### src/rtl/bitty_uart_pkg.sv
// Shared types and constants for the UART word loader.
package bitty_uart_pkg;

    localparam int WORD_W = 16;

    typedef enum logic [1:0] {
        WAIT_LO = 2'd0,
        WAIT_HI = 2'd1,
        HALT    = 2'd2
    } asm_state_e;

endpackage

### src/rtl/uart_word_loader_if.sv
// Byte-in / word-out handshake bundle of the UART word loader.
interface uart_word_loader_if #(
    parameter int ADDR_W = 8
);
    import bitty_uart_pkg::*;

    logic              rx_done;
    logic [7:0]        rx_data;
    logic              word_valid;
    logic              word_ready;
    logic [WORD_W-1:0] word_data;
    logic [ADDR_W-1:0] word_addr;

    // loader side: consumes bytes, produces words
    modport master (
        input  rx_done,
        input  rx_data,
        input  word_ready,
        output word_valid,
        output word_data,
        output word_addr
    );

    // environment side: byte source and instruction-memory writer
    modport slave (
        output rx_done,
        output rx_data,
        output word_ready,
        input  word_valid,
        input  word_data,
        input  word_addr
    );

endinterface

### src/rtl/sync_fifo.sv
// Single-clock word FIFO; a push into a full FIFO is accepted when a pop
// happens in the same cycle. dout reads 0 while the FIFO is empty.
module sync_fifo
    import bitty_uart_pkg::*;
#(
    parameter int WIDTH = WORD_W,
    parameter int DEPTH = 4
) (
    input  logic             clk,
    input  logic             rst,
    input  logic             push,
    input  logic             pop,
    input  logic [WIDTH-1:0] din,
    output logic [WIDTH-1:0] dout,
    output logic             full,
    output logic             empty
);

    localparam int PTR_W = $clog2(DEPTH);
    localparam int CNT_W = PTR_W + 1;

    logic [WIDTH-1:0] mem_q [DEPTH];
    logic [WIDTH-1:0] mem_d [DEPTH];
    logic [PTR_W-1:0] wr_q, wr_d;
    logic [PTR_W-1:0] rd_q, rd_d;
    logic [CNT_W-1:0] cnt_q, cnt_d;
    logic             push_ok;
    logic             pop_ok;

    assign full    = (cnt_q == CNT_W'(DEPTH));
    assign empty   = (cnt_q == '0);
    assign push_ok = push & (~full | pop);
    assign pop_ok  = pop & ~empty;
    assign dout    = empty ? '0 : mem_q[rd_q];

    // next storage, pointers and occupancy
    always_comb begin
        mem_d = mem_q;
        wr_d  = wr_q;
        rd_d  = rd_q;
        cnt_d = cnt_q;
        if (push_ok) begin
            mem_d[wr_q] = din;
            wr_d        = wr_q + 1'b1;
        end
        if (pop_ok) begin
            rd_d = rd_q + 1'b1;
        end
        case ({push_ok, pop_ok})
            2'b10:   cnt_d = cnt_q + 1'b1;
            2'b01:   cnt_d = cnt_q - 1'b1;
            default: cnt_d = cnt_q;
        endcase
    end

    // register update with synchronous active-low reset
    always_ff @(posedge clk) begin
        if (!rst) begin
            mem_q <= '{default: '0};
            wr_q  <= '0;
            rd_q  <= '0;
            cnt_q <= '0;
        end else begin
            mem_q <= mem_d;
            wr_q  <= wr_d;
            rd_q  <= rd_d;
            cnt_q <= cnt_d;
        end
    end

endmodule

### src/rtl/uart_word_loader.sv
// Assembles received UART bytes into 16-bit words (low byte first), queues
// them and presents them with a valid/ready handshake and a running address.
//
//  state   | meaning
//  --------+----------------------------------------------------------
//  WAIT_LO | next byte is the low half of a word
//  WAIT_HI | low byte held, timeout running until the high byte arrives
//  HALT    | program load complete, bytes ignored until reset
module uart_word_loader
    import bitty_uart_pkg::*;
#(
    parameter int          FIFO_DEPTH   = 4,
    parameter int          ADDR_W       = 8,
    parameter int          NUM_WORDS    = 256,
    parameter logic [15:0] BYTE_TIMEOUT = 16'd50000
) (
    input  logic               clk,
    input  logic               rst,
    uart_word_loader_if.master bus,
    output logic               overflow,
    output logic               frame_err,
    output logic               load_done
);

    localparam logic [ADDR_W:0] NUM_WORDS_C = (ADDR_W + 1)'(NUM_WORDS);

    asm_state_e        state_q, state_d;
    logic [7:0]        lo_q, lo_d;
    logic [15:0]       tmo_q, tmo_d;
    logic [ADDR_W-1:0] addr_q, addr_d;
    logic [ADDR_W:0]   pop_cnt_q, pop_cnt_d;
    logic              overflow_q, overflow_d;
    logic              frame_err_q, frame_err_d;
    logic              load_done_q, load_done_d;

    logic              lo_load;
    logic              push_req;
    logic              tmo_fire;
    logic              pop;
    logic              fifo_full;
    logic              fifo_empty;
    logic [WORD_W-1:0] fifo_dout;

    sync_fifo #(
        .WIDTH (WORD_W),
        .DEPTH (FIFO_DEPTH)
    ) u_fifo (
        .clk   (clk),
        .rst   (rst),
        .push  (push_req),
        .pop   (pop),
        .din   ({bus.rx_data, lo_q}),
        .dout  (fifo_dout),
        .full  (fifo_full),
        .empty (fifo_empty)
    );

    assign bus.word_valid = ~fifo_empty;
    assign bus.word_data  = fifo_dout;
    assign bus.word_addr  = addr_q;
    assign pop            = ~fifo_empty & bus.word_ready;
    assign overflow       = overflow_q;
    assign frame_err      = frame_err_q;
    assign load_done      = load_done_q;

    // assembler state register
    always_ff @(posedge clk) begin
        if (!rst) begin
            state_q <= WAIT_LO;
        end else begin
            state_q <= state_d;
        end
    end

    // assembler next state; completion of the load overrides everything
    always_comb begin
        state_d = state_q;
        unique case (state_q)
            WAIT_LO: if (bus.rx_done) state_d = WAIT_HI;
            WAIT_HI: if (bus.rx_done || tmo_fire) state_d = WAIT_LO;
            HALT:    state_d = HALT;
            default: state_d = WAIT_LO;
        endcase
        if (load_done_d) begin
            state_d = HALT;
        end
    end

    // assembler outputs; a byte arriving on the timeout cycle wins
    always_comb begin
        lo_load  = 1'b0;
        push_req = 1'b0;
        tmo_fire = 1'b0;
        unique case (state_q)
            WAIT_LO: lo_load = bus.rx_done;
            WAIT_HI: begin
                push_req = bus.rx_done;
                tmo_fire = ~bus.rx_done && (tmo_q == BYTE_TIMEOUT - 16'd1);
            end
            default: ;
        endcase
    end

    // datapath: low byte, timeout, address, pop count and sticky flags
    always_comb begin
        lo_d        = lo_load ? bus.rx_data : lo_q;
        tmo_d       = tmo_q;
        if (lo_load || tmo_fire) begin
            tmo_d = '0;
        end else if (state_q == WAIT_HI && !bus.rx_done) begin
            tmo_d = tmo_q + 1'b1;
        end
        addr_d      = pop ? addr_q + 1'b1 : addr_q;
        pop_cnt_d   = pop ? pop_cnt_q + 1'b1 : pop_cnt_q;
        overflow_d  = overflow_q | (push_req & fifo_full & ~pop);
        frame_err_d = frame_err_q | tmo_fire;
        load_done_d = load_done_q | (pop && (pop_cnt_d == NUM_WORDS_C));
    end

    // datapath registers with synchronous active-low reset
    always_ff @(posedge clk) begin
        if (!rst) begin
            lo_q        <= '0;
            tmo_q       <= '0;
            addr_q      <= '0;
            pop_cnt_q   <= '0;
            overflow_q  <= 1'b0;
            frame_err_q <= 1'b0;
            load_done_q <= 1'b0;
        end else begin
            lo_q        <= lo_d;
            tmo_q       <= tmo_d;
            addr_q      <= addr_d;
            pop_cnt_q   <= pop_cnt_d;
            overflow_q  <= overflow_d;
            frame_err_q <= frame_err_d;
            load_done_q <= load_done_d;
        end
    end

endmodule

### src/flat_wrapper.sv
// flat-port wrapper written by rule: the top's interface ports become plain ports
module uart_word_loader_flat import bitty_uart_pkg::*;
#(
    parameter int          FIFO_DEPTH   = 4,
    parameter int          ADDR_W       = 8,
    parameter int          NUM_WORDS    = 256,
    parameter logic [15:0] BYTE_TIMEOUT = 16'd50000
)
  (clk, rst, overflow, frame_err, load_done, bus_rx_done, bus_rx_data, bus_word_ready, bus_word_valid, bus_word_data, bus_word_addr);
  uart_word_loader_if #(.ADDR_W(ADDR_W)) bus_i ();
  input  logic clk;
  input  logic rst;
  output logic overflow;
  output logic frame_err;
  output logic load_done;
  input wire logic [$bits(bus_i.rx_done)-1:0] bus_rx_done;
  input wire logic [$bits(bus_i.rx_data)-1:0] bus_rx_data;
  input wire logic [$bits(bus_i.word_ready)-1:0] bus_word_ready;
  output wire logic [$bits(bus_i.word_valid)-1:0] bus_word_valid;
  output wire logic [$bits(bus_i.word_data)-1:0] bus_word_data;
  output wire logic [$bits(bus_i.word_addr)-1:0] bus_word_addr;
  assign bus_i.rx_done = bus_rx_done;
  assign bus_i.rx_data = bus_rx_data;
  assign bus_i.word_ready = bus_word_ready;
  assign bus_word_valid = bus_i.word_valid;
  assign bus_word_data = bus_i.word_data;
  assign bus_word_addr = bus_i.word_addr;
  uart_word_loader #(.FIFO_DEPTH(FIFO_DEPTH), .ADDR_W(ADDR_W), .NUM_WORDS(NUM_WORDS), .BYTE_TIMEOUT(BYTE_TIMEOUT)) u_core (.clk(clk), .rst(rst), .bus(bus_i), .overflow(overflow), .frame_err(frame_err), .load_done(load_done));
endmodule
### config.mk
export PLATFORM = sky130hd
export DESIGN_NAME = uart_word_loader_flat
export DESIGN_NICKNAME = d
export VERILOG_FILES = /design/src/rtl/bitty_uart_pkg.sv /design/src/rtl/uart_word_loader_if.sv /design/src/rtl/sync_fifo.sv /design/src/rtl/uart_word_loader.sv /design/src/flat_wrapper.sv
export SDC_FILE = /design/constraint.sdc
export NUM_CORES = 1
export LEC_CHECK = 0
export BUFFER_PORTS_ARGS = -buffer_cell sky130_fd_sc_hd__buf_2
export CORE_ASPECT_RATIO = 0.7
export CORE_UTILIZATION = 51
export CTS_CLUSTER_SIZE = 25
export DETAILED_ROUTE_END_ITERATION = 10
export PLACE_DENSITY_LB_ADDON = 0.12
export SETUP_SLACK_MARGIN = 0.15
export SYNTH_ARGS = -nofsm -noshare
export SYNTH_HDL_FRONTEND = slang
export SYNTH_SLANG_ARGS = --single-unit
export TNS_END_PERCENT = 50
### constraint.sdc
create_clock -name clk -period 4.42 [get_ports clk]
set_clock_uncertainty 0.2 [all_clocks]
set_input_delay 0.442 -clock clk [delete_from_list [all_inputs] [get_ports clk]]
set_output_delay 0.442 -clock clk [all_outputs]
set_load 0.005 [all_outputs]
Yosys cells after proc, flatten, opt, wreduce, memory -nomap -nowiden
Index checks and enable logic that the tools add are counted.
{ "word_totals": {"wordCells": 83, "rom_bits": 0, "output_inout_bits": 28, "latchBits": 0, "ff_bits": 117, "n_memories": 0, "ramBits": 0} }
{ "op_classes": {"reduce_logical": 14, "magnitude_cmp": 3, "div_mod_pow": 0, "shifts": 0, "mux": 16, "eq_ne": 11, "n_mul": 0, "add_sub_neg": 7, "n_bitwise": 16} }
{ "ops": {"columns": ["operator", "count"], "rows": [
  ["$bwmux 64", 1],
  ["$mux 16", 4],
  ["$bmux 16 s2", 1],
  ["$demux 16 s2", 1],
  ["$add 16x1->16 const B", 1],
  ["$eq 16x16->1 const B", 1],
  ["$add 9x1->9 const B", 1],
  ["$eq 9x9->1 const B", 1],
  ["$mux 9", 1],
  ["$add 8x1->8 const B", 1],
  ["$ge 3x3->1 const B", 2],
  ["$mux 2", 3],
  ["$not 2->3", 2],
  ["$pmux 2 s3", 1],
  ["$pmux 3 s2", 1],
  ["$and 1x1->1", 5],
  ["$not 1->1", 5],
  ["$add 2x1->2 const B", 2],
  ["$eq 2x1->1 const B", 2],
  ["$eq 2x2->1 const B", 2],
  ["$logic_and 1x1->1", 4],
  ["$or 1x1->1", 4],
  ["$reduce_and 2->1", 2],
  ["$reduce_or 2->1", 2],
  ["14 further kinds", 17]
]} }

Depth between registers and ports, before layout
Gate-level depths: netlist of run 1.
{ "logic_depth": {"word_depth": 9, "depth_mapped": 13, "ltp_nobuf": 9} }

Modules after synthesis
Synthesis of run 1 repeated with hierarchy kept, for this count alone.
{ "hier_totals": {"hier_cells": 542, "hier_area_um2": 5400.2} }
{ "modules_own_cells": {"columns": ["mod", "seq_area_each_um2", "cells_per_inst", "n_inst", "area_each_um2"], "rows": [
  ["sync_fifo", 1421.4, 314, 1, 3265.6],
  ["uart_word_loader", 920.9, 228, 1, 2134.5]
]} }

Worst setup path before layout of run 1
No wires, ideal clock.
{ "synth_timing": {"kind": "register to register", "from": "register u_core.u_fifo.cnt_q[0]", "to": "register u_core.u_fifo.cnt_q[2]", "setup_slack_ps": 1658, "required_time_ps": 4144, "stages_incl_launch_ff": 14, "setup_ps": 76, "arrival_ps": 2486, "cell_sequence": "dfxtp_1 > buf_2 > nor4b_2 > nor4bb_1 > buf_4 > buf_4 > buf_4 > inv_1 > ha_1 > inv_1 > fa_1 > xor2_1 > or3_1 > a21boi_0"} }
{ "synth_via": {"elab_chain_cells": 7, "word_cells_on_any_way": 14, "classes_between": "add/sub (2); eq/ne (3); mux (1); bitwise (6); reduce/logical (2)"} }
{ "synth_lines": {"columns": ["item", "line", "text"], "rows": [
  ["start: declaration", "sync_fifo.sv:26", "logic [CNT_W-1:0] cnt_q, cnt_d;"],
  ["start signal: assignment", "sync_fifo.sv:67", "cnt_q <= cnt_d;"],
  ["$logic_not 3->1", "sync_fifo.sv:31", "assign empty = (cnt_q == '0);"],
  ["$not 1->1", "sync_fifo.sv:33, uart_word_loader.sv:61", null],
  ["$and 1x1->1", "uart_word_loader.sv:61", "assign pop = ~fifo_empty & bus.word_ready;"],
  ["$or 1x1->1", "sync_fifo.sv:32", "assign push_ok = push & (~full | pop);"],
  ["$and 1x1->1", "sync_fifo.sv:32", null],
  ["$eq 2x1->1 / $eq 2x2->1 (equally long branches)", "sync_fifo.sv:49", "case ({push_ok, pop_ok})"],
  ["$pmux 3 s2 / $reduce_bool 2->1 (equally long branches)", null, null]
]} }
Parallel ways exist; a longest one is shown, timed or not.
A chain may end at the register's enable or synchronous reset.

Worst setup path in the final report of run 1
{ "layout_timing": {"from": "register u_core.u_fifo.rd_q[0]", "to": "output port bus_word_data[0]"} }
{ "layout_via": {"elab_chain_cells": 5} }
{ "layout_lines": {"columns": ["item", "line", "text"], "rows": [
  ["start: declaration", "sync_fifo.sv:25", "logic [PTR_W-1:0] rd_q, rd_d;"],
  ["start signal: assignment", "sync_fifo.sv:66", "rd_q <= rd_d;"],
  ["$not 2->3 (not written as such)", "sync_fifo.sv:34", "assign dout = empty ? '0 : mem_q[rd_q];"],
  ["$bmux 16 s2", "sync_fifo.sv:34", null],
  ["$mux 16 (not written as such) (2 in series)", "sync_fifo.sv:34", null],
  ["$mux 16", "sync_fifo.sv:34", null],
  ["end: declaration", "flat_wrapper.sv:20", "output wire logic [$bits(bus_i.word_data)-1:0] bus_word_data;"]
]} }
No other way between the ends. The select of a mux whose other input is x is not followed.

==> results of run 1 <==
## registers in the layout, indices dropped and copies added (netlist names)
signal and cells:
u_core.u_fifo.wr_q 2, u_core.u_fifo.cnt_q 3, u_core.lo_q 8, u_core.bus.word_addr 8, u_core.frame_err 1, u_core.u_fifo.mem_q 64, u_core.u_fifo.rd_q 2, u_core.tmo_q 16
u_core.pop_cnt_q 9, u_core.overflow 1, u_core.state_q 2, u_core.load_done 1
## cell usage in the layout (no fill, tap or decap), types with 2 or more instances in the layout
cell        synthesis  layout
nor4b_1             2       2
and3_1              5       5
nor3_1              3       2
nand3_1            76      76
clkbuf_8            0       2
ha_1                8       8
a21boi_1           29      29
a21oi_1             2       2
nor3_2              2       3
buf_2              14      39
clkinvlp_4          0       6
and2_1             17      17
nand2_1            95      95
dfxtp_1           117     117
xnor2_1            21      21
nand4_1            10      10
clkinv_4            0       5
buf_4               4       4
nor2_1             22      22
inv_1               9       9
o21a_1              2       2
and4_1              2       2
o21ai_0             4       4
xor2_1             16      16
clkbuf_16           0      17
mux4_2             16      16
a21boi_0           48      48
nor2b_1            21      21
nand2_2             4       4
## metal layers
layer / wire, microns / vias up
met5: 0 / -
met4: 179 / 0
met3: 602 / 16
met2: 5500 / 94
met1: 6320 / 2104
li1: - / 2090
## worst register-to-register path, cell delays in order, from the launching register on
cell      delay (ns)
dfxtp_1         0.54
nor4b_2         0.14
nor4bb_4        0.29
buf_4           0.64
nand2_2         0.47
nand2_1         0.20
a21boi_0        0.10
## cell type report
cell class                 instances  area (sq um)
fill                             895          4170
multi-input combinational        427          2900
sequential                       117          2340
clock buffer                      19           453
timing repair buffer              43           225
tap                              132           165
clock inverter                    13           103
inverter                          10          37.5
## per-stage QoR
stage               worst slack, ns  area [sq um]  hold slack [ns]
finish                         1.41          6230            0.121
global route                   1.26          6230            0.124
CTS                            1.38          6230            0.112
detailed placement             1.75          5670            0.244
global placement               1.82          5670            0.238
floorplan                      1.66          5460            0.232
## cell families (layout without fill, tap and decap cells)
family	count (synthesis)	count (layout)	share of synthesized area (%)
fa+ha+maj	9	9	2.20
buf+inv	52	85	4.31
flops	117	117	42.9
compound gates	91	91	12.7
xor+xnor	37	37	5.93
mux	17	17	6.78
simple gates	273	273	25.1
## how the worst max path moves through the flow
stage,start,cells past startpoint,slack (ns),to
2_1_floorplan,u_core.u_fifo.cnt_q[0]$_SDFFE_PN0P_,13,1.66,u_core.u_fifo.cnt_q[2]$_SDFFE_PN0P_
3_3_place_gp,bus_word_ready,7,1.82,u_core.u_fifo.mem_q[47]$_SDFFE_PN0P_
3_5_place_dp,bus_word_ready,7,1.75,u_core.u_fifo.mem_q[8]$_SDFFE_PN0P_
4_1_cts,u_core.u_fifo.rd_q[0]$_SDFFE_PN0P_,3,1.38,bus_word_data[0]
5_1_grt,u_core.u_fifo.rd_q[0]$_SDFFE_PN0P_,3,1.26,bus_word_data[0]
6_report,u_core.u_fifo.rd_q[0]$_SDFFE_PN0P_,3,1.41,bus_word_data[0]
## where the power goes
part | switching (mW) | total, mW | internal (mW)
clock network | 0.511 | 1.26 | 0.748
registers | 0.0685 | 1.15 | 1.08
logic | 0.157 | 0.272 | 0.115
==> results.cfg, run 1 <==
[cts]
insertion_delay_ns = 0.41
tritoncts.num_buffers = 17
cts_resized = 0
root_buffer = clkbuf_16
htree_num_levels = 4
ctsHoldBuffers = 0
numClockSinks = 117
postCtsSetupBuffers = 0
clock_path_buffers = 2
cts_tree = built
clk_pin_slew_ns = 0.06

[grt]
track_usage_pct = 24.5
grt_max_degree = 72
grt_pass1_vias = 4119
grt_use_met1_pct = 33.6
antenna_found_initial = 0
use_met2_pct = 37.1
grt.overflow.total = 0
grtUsageMet3_pct = 6.65
grt_pass1_wl_mm = 20.9
busiest_layer = met2

[drt]
drcViolationCount = 3
wl_mm = 12.6
via_per_inst = 5.66
wl_per_cell_microns = 16.6
dr.pass1.iters = 8
drtIter0Drc = 332
antenna_left = 0
vias = 4304

[min_path]
worst_hold_path.endpoint = u_core.u_fifo.mem_q[45]$_SDFFE_PN0P_
hold_path.class = in2reg
hold_path_startpoint = bus_rx_data[5]
hold_depth = 3

[yosys]
avgSynthCellArea_sq_um = 9.16
synthFlopType = dfxtp_1
synthCells = 596
yosys.area.top_type = dfxtp_1
yosysMostFrequentCell = dfxtp_1
ys_seq_area_share_pct = 42.9
synth.top_cell.area_share_pct = 42.9
ys_top_cells_by_count = dfxtp_1, nand2_1, nand3_1
ys_types = 51
async_reset_ff_share_pct = 0
synth_warnings = 0
synth_fp_nets = 617
synth.ff_latch_count = 117
synth-edff-count = 0
synth_area_leaders = dfxtp_1, nand3_1, a21boi_0
syn_area_sq_mm = 0.00546

[sta]
min_period_ns = 3.01
setup_viol = 0
report.final.slew_viol_count = 0
finalCritPeriodShare_pct = 68.2
relSlewSlack_pct = 25.4
hold_viol = 0
worst_pin_slew_ns = 1.12
tns_ns = 0
max_freq_ghz = 0.332
rsz0062_at_grt = false

[worst_setup_path]
endpoint_kind = output port
critPathSlowestCell = dfxtp_1
path_cells = mux4_2, nor2b_1, buf_2
slowest_delay_ns = 1.06
r2r_cells = 6
crit_fanout = 18
cp_top_family = flip-flops
r2r-start = u_core.u_fifo.cnt_q[0]$_SDFFE_PN0P_
cp-start-kind = flop
r2r_slack_ns = 1.73
criticalPathCategory = reg2out
crit_arrival_ns = 2.37
crit_buf_inv = 1
timing.rr.end = u_core.u_fifo.mem_q[14]$_SDFFE_PN0P_
required_ns = 3.78

[place]
hpwl_mm = 7.83
gp_congestion = 0.761
dpl.cell_count = 729
port_buffers = 39

[die]
coreArea_sq_mm = 0.0104
chipHeight_microns = 88.6
initial_utilization_pct = 52.5
die_x_microns = 126
die_area_sq_mm = 0.0111
io_pins = 40
rows = 31

[pwr]
p_leak_nw = 2.18
peakVddDrop_mv = 0.305
p_per_area_mw_per_mm2 = 431
power_mw = 2.68

[layout]
drive_above_1_share_pct = 17.2
nets = 637
antennaDiodeCount = 0
instances_no_fill = 761
area_growth_pct = 14.1
post-route-util_pct = 59.9

[status]
status = finished with violations
violations = DRC

[job]
drv_cap = 0
(Power assumes the default switching activity.)
==> run 2: changes to the inputs <==
clock period = 2.5 ns   (was 4.42 ns; I/O delays follow)
==> results.cfg, run 2 (synthesis results as in run 1) <==
[worst_setup_path]
endpoint_kind = flop
criticalPathCategory = reg2reg
slowest_delay_ns = 0.36
crit_buf_inv = 2
critPathSlowestCell = nor4b_4
cp-start-kind = flop
path_cells = nor4b_4, nor4bb_4, inv_4, ha_4, inv_2, fa_2, xor2_1, or3_1, a21boi_1
r2r_slack_ns = 0.20
r2r_cells = 9
crit_start = u_core.u_fifo.cnt_q[1]$_SDFFE_PN0P_
r2r-start = u_core.u_fifo.cnt_q[1]$_SDFFE_PN0P_
timing.rr.end = u_core.u_fifo.cnt_q[2]$_SDFFE_PN0P_
cp_top_family = simple AND/OR/NAND/NOR gates
crit_fanout = 3
cp.depth = 9
endpoint = u_core.u_fifo.cnt_q[2]$_SDFFE_PN0P_
required_ns = 2.63
crit_arrival_ns = 2.42

[layout]
layout_commonest_cell = dfxtp_1
nets = 667
layout_common_cells = dfxtp_1, nand2_1, nand3_1, a21boi_0, buf_2
reg.largest.list = u_core.u_fifo.mem_q: 64 flops, u_core.tmo_q: 16 flops, u_core.pop_cnt_q: 9 flops
area_growth_pct = 21.7
antennaDiodeCount = 0
largest_reg_flops = 64
drive_above_1_share_pct = 20.8
instances_no_fill = 791
post-route-util_pct = 63.9
regMostFlops = u_core.u_fifo.mem_q

[cts]
clk_pin_slew_ns = 0.05
root_buffer = clkbuf_16
htree_num_levels = 4
insertion_delay_ns = 0.41
numClockSinks = 117
tritoncts.num_buffers = 17
cts_tree = built
clock_path_buffers = 2

[sta]
min_period_ns = 2.30
hold_viol = 0
report.final.slew_viol_count = 0
rsz0062_at_grt = true
finalCritPeriodShare_pct = 91.8
max_freq_ghz = 0.436
hold_ws_ns = 0.115
relSlewSlack_pct = 59.9
tns_ns = 0
setup_viol = 0
worst_pin_slew_ns = 0.601

[die]
die_area_sq_mm = 0.0111
rows = 31
initial_utilization_pct = 52.5
coreArea_sq_mm = 0.0104
die_x_microns = 126
io_pins = 40
chipHeight_microns = 88.6

[job]
drv_cap = 0

[pwr]
power_frac_clock_pct = 49.8
p_sw_mw = 1.27
intPower_mw = 3.96
p_seq_share_pct = 38.6
swShare_pct = 24.2
peakVddDrop_mv = 0.496
p_per_area_mw_per_mm2 = 786
p_leak_nw = 2.40
power_frac_comb_pct = 11.5

[grt]
track_usage_pct = 25.1
grt_max_degree = 75
grt.overflow.total = 0
grt_pass1_vias = 4142
antenna_found_initial = 0
grt_pass1_wl_mm = 21.1

[drt]
drcViolationCount = 2
wl_mm = 13.2
wl_per_cell_microns = 16.7
via_per_inst = 5.60
drtIter0Drc = 335
vias = 4433
dr.pass1.iters = 8
antenna_left = 0

[place]
gp_congestion = 0.807
port_buffers = 39
dpl.cell_count = 746
hpwl_mm = 8.11

[min_path]
hold_path.class = in2reg

[status]
status = finished with violations
violations = DRC
[run 2: worst min path at each step]
stage                                                    start                                    to  slack [ns]  cells past startpoint
after floorplan                                 bus_rx_data[0]           u_core.lo_q[0]$_SDFFE_PN0P_        0.19                      2
after global placement    u_core.u_fifo.mem_q[16]$_SDFFE_PN0P_  u_core.u_fifo.mem_q[16]$_SDFFE_PN0P_        0.24                      2
after detailed placement  u_core.u_fifo.mem_q[16]$_SDFFE_PN0P_  u_core.u_fifo.mem_q[16]$_SDFFE_PN0P_        0.24                      2
after CTS                                          bus_rx_done            u_core.overflow$_SDFF_PN0_        0.11                      3
after global routing                                       rst            u_core.overflow$_SDFF_PN0_        0.14                      2
final                                                      rst            u_core.overflow$_SDFF_PN0_        0.12                      2
[run 2: power by group through the flow]
stage          sequential, mW  clock [mW]  combinational, mW
2_1_floorplan            1.99           0              0.425
3_3_place_gp             2.05           0              0.561
3_5_place_dp             2.06           0              0.572
4_1_cts                  2.02        2.64              0.583
5_1_grt                  2.03        2.74              0.650
6_report                 2.02        2.60              0.601
[run 2: area by class of cell]
type | instances | area, sq um
multi-input cells | 427 | 2930
fillers | 852 | 3750
clock inverters | 9 | 148
repair buffers | 73 | 526
inverters | 10 | 40.0
well taps | 132 | 165
clock buffers | 23 | 488
flip-flops and latches | 117 | 2350
[run 2: worst reg2reg max path: stages, from the launching register on]
cell      delay, ns
dfxtp_4        0.35
nor4b_4        0.36
nor4bb_4       0.10
inv_4          0.07
ha_4           0.12
inv_2          0.04
fa_2           0.34
xor2_1         0.17
or3_1          0.32
a21boi_1       0.14
[run 2: through the flow]
stage	cell area (sq um)	worst slack [ns]	power [mW]
3_5_place_dp	5870	0.120	2.63
6_report	6650	0.205	5.23
4_1_cts	6580	0.108	5.24
5_1_grt	6650	0.113	5.41
2_1_floorplan	5500	-0.0433	2.41
3_3_place_gp	5870	0.200	2.61
[run 2: layer usage]
metal | up-vias | part of all wire, % | GRT usage, %
li1 | 2161 | - | -
met4 | 0 | 1.3 | 9.42
met2 | 118 | 45 | 38.5
met5 | - | 0 | 0
met3 | 17 | 5.1 | 6.29
met1 | 2137 | 49 | 34.4
[run 2: what timing repair did]
item	in CTS	in global routing
hold buffers	8	0
setup buffers	0	4
pin swaps	0	2
endpoints found under the hold margin	39	0
cloned	0	1
setup endpoints to repair	15	18
resized for setup	1	5
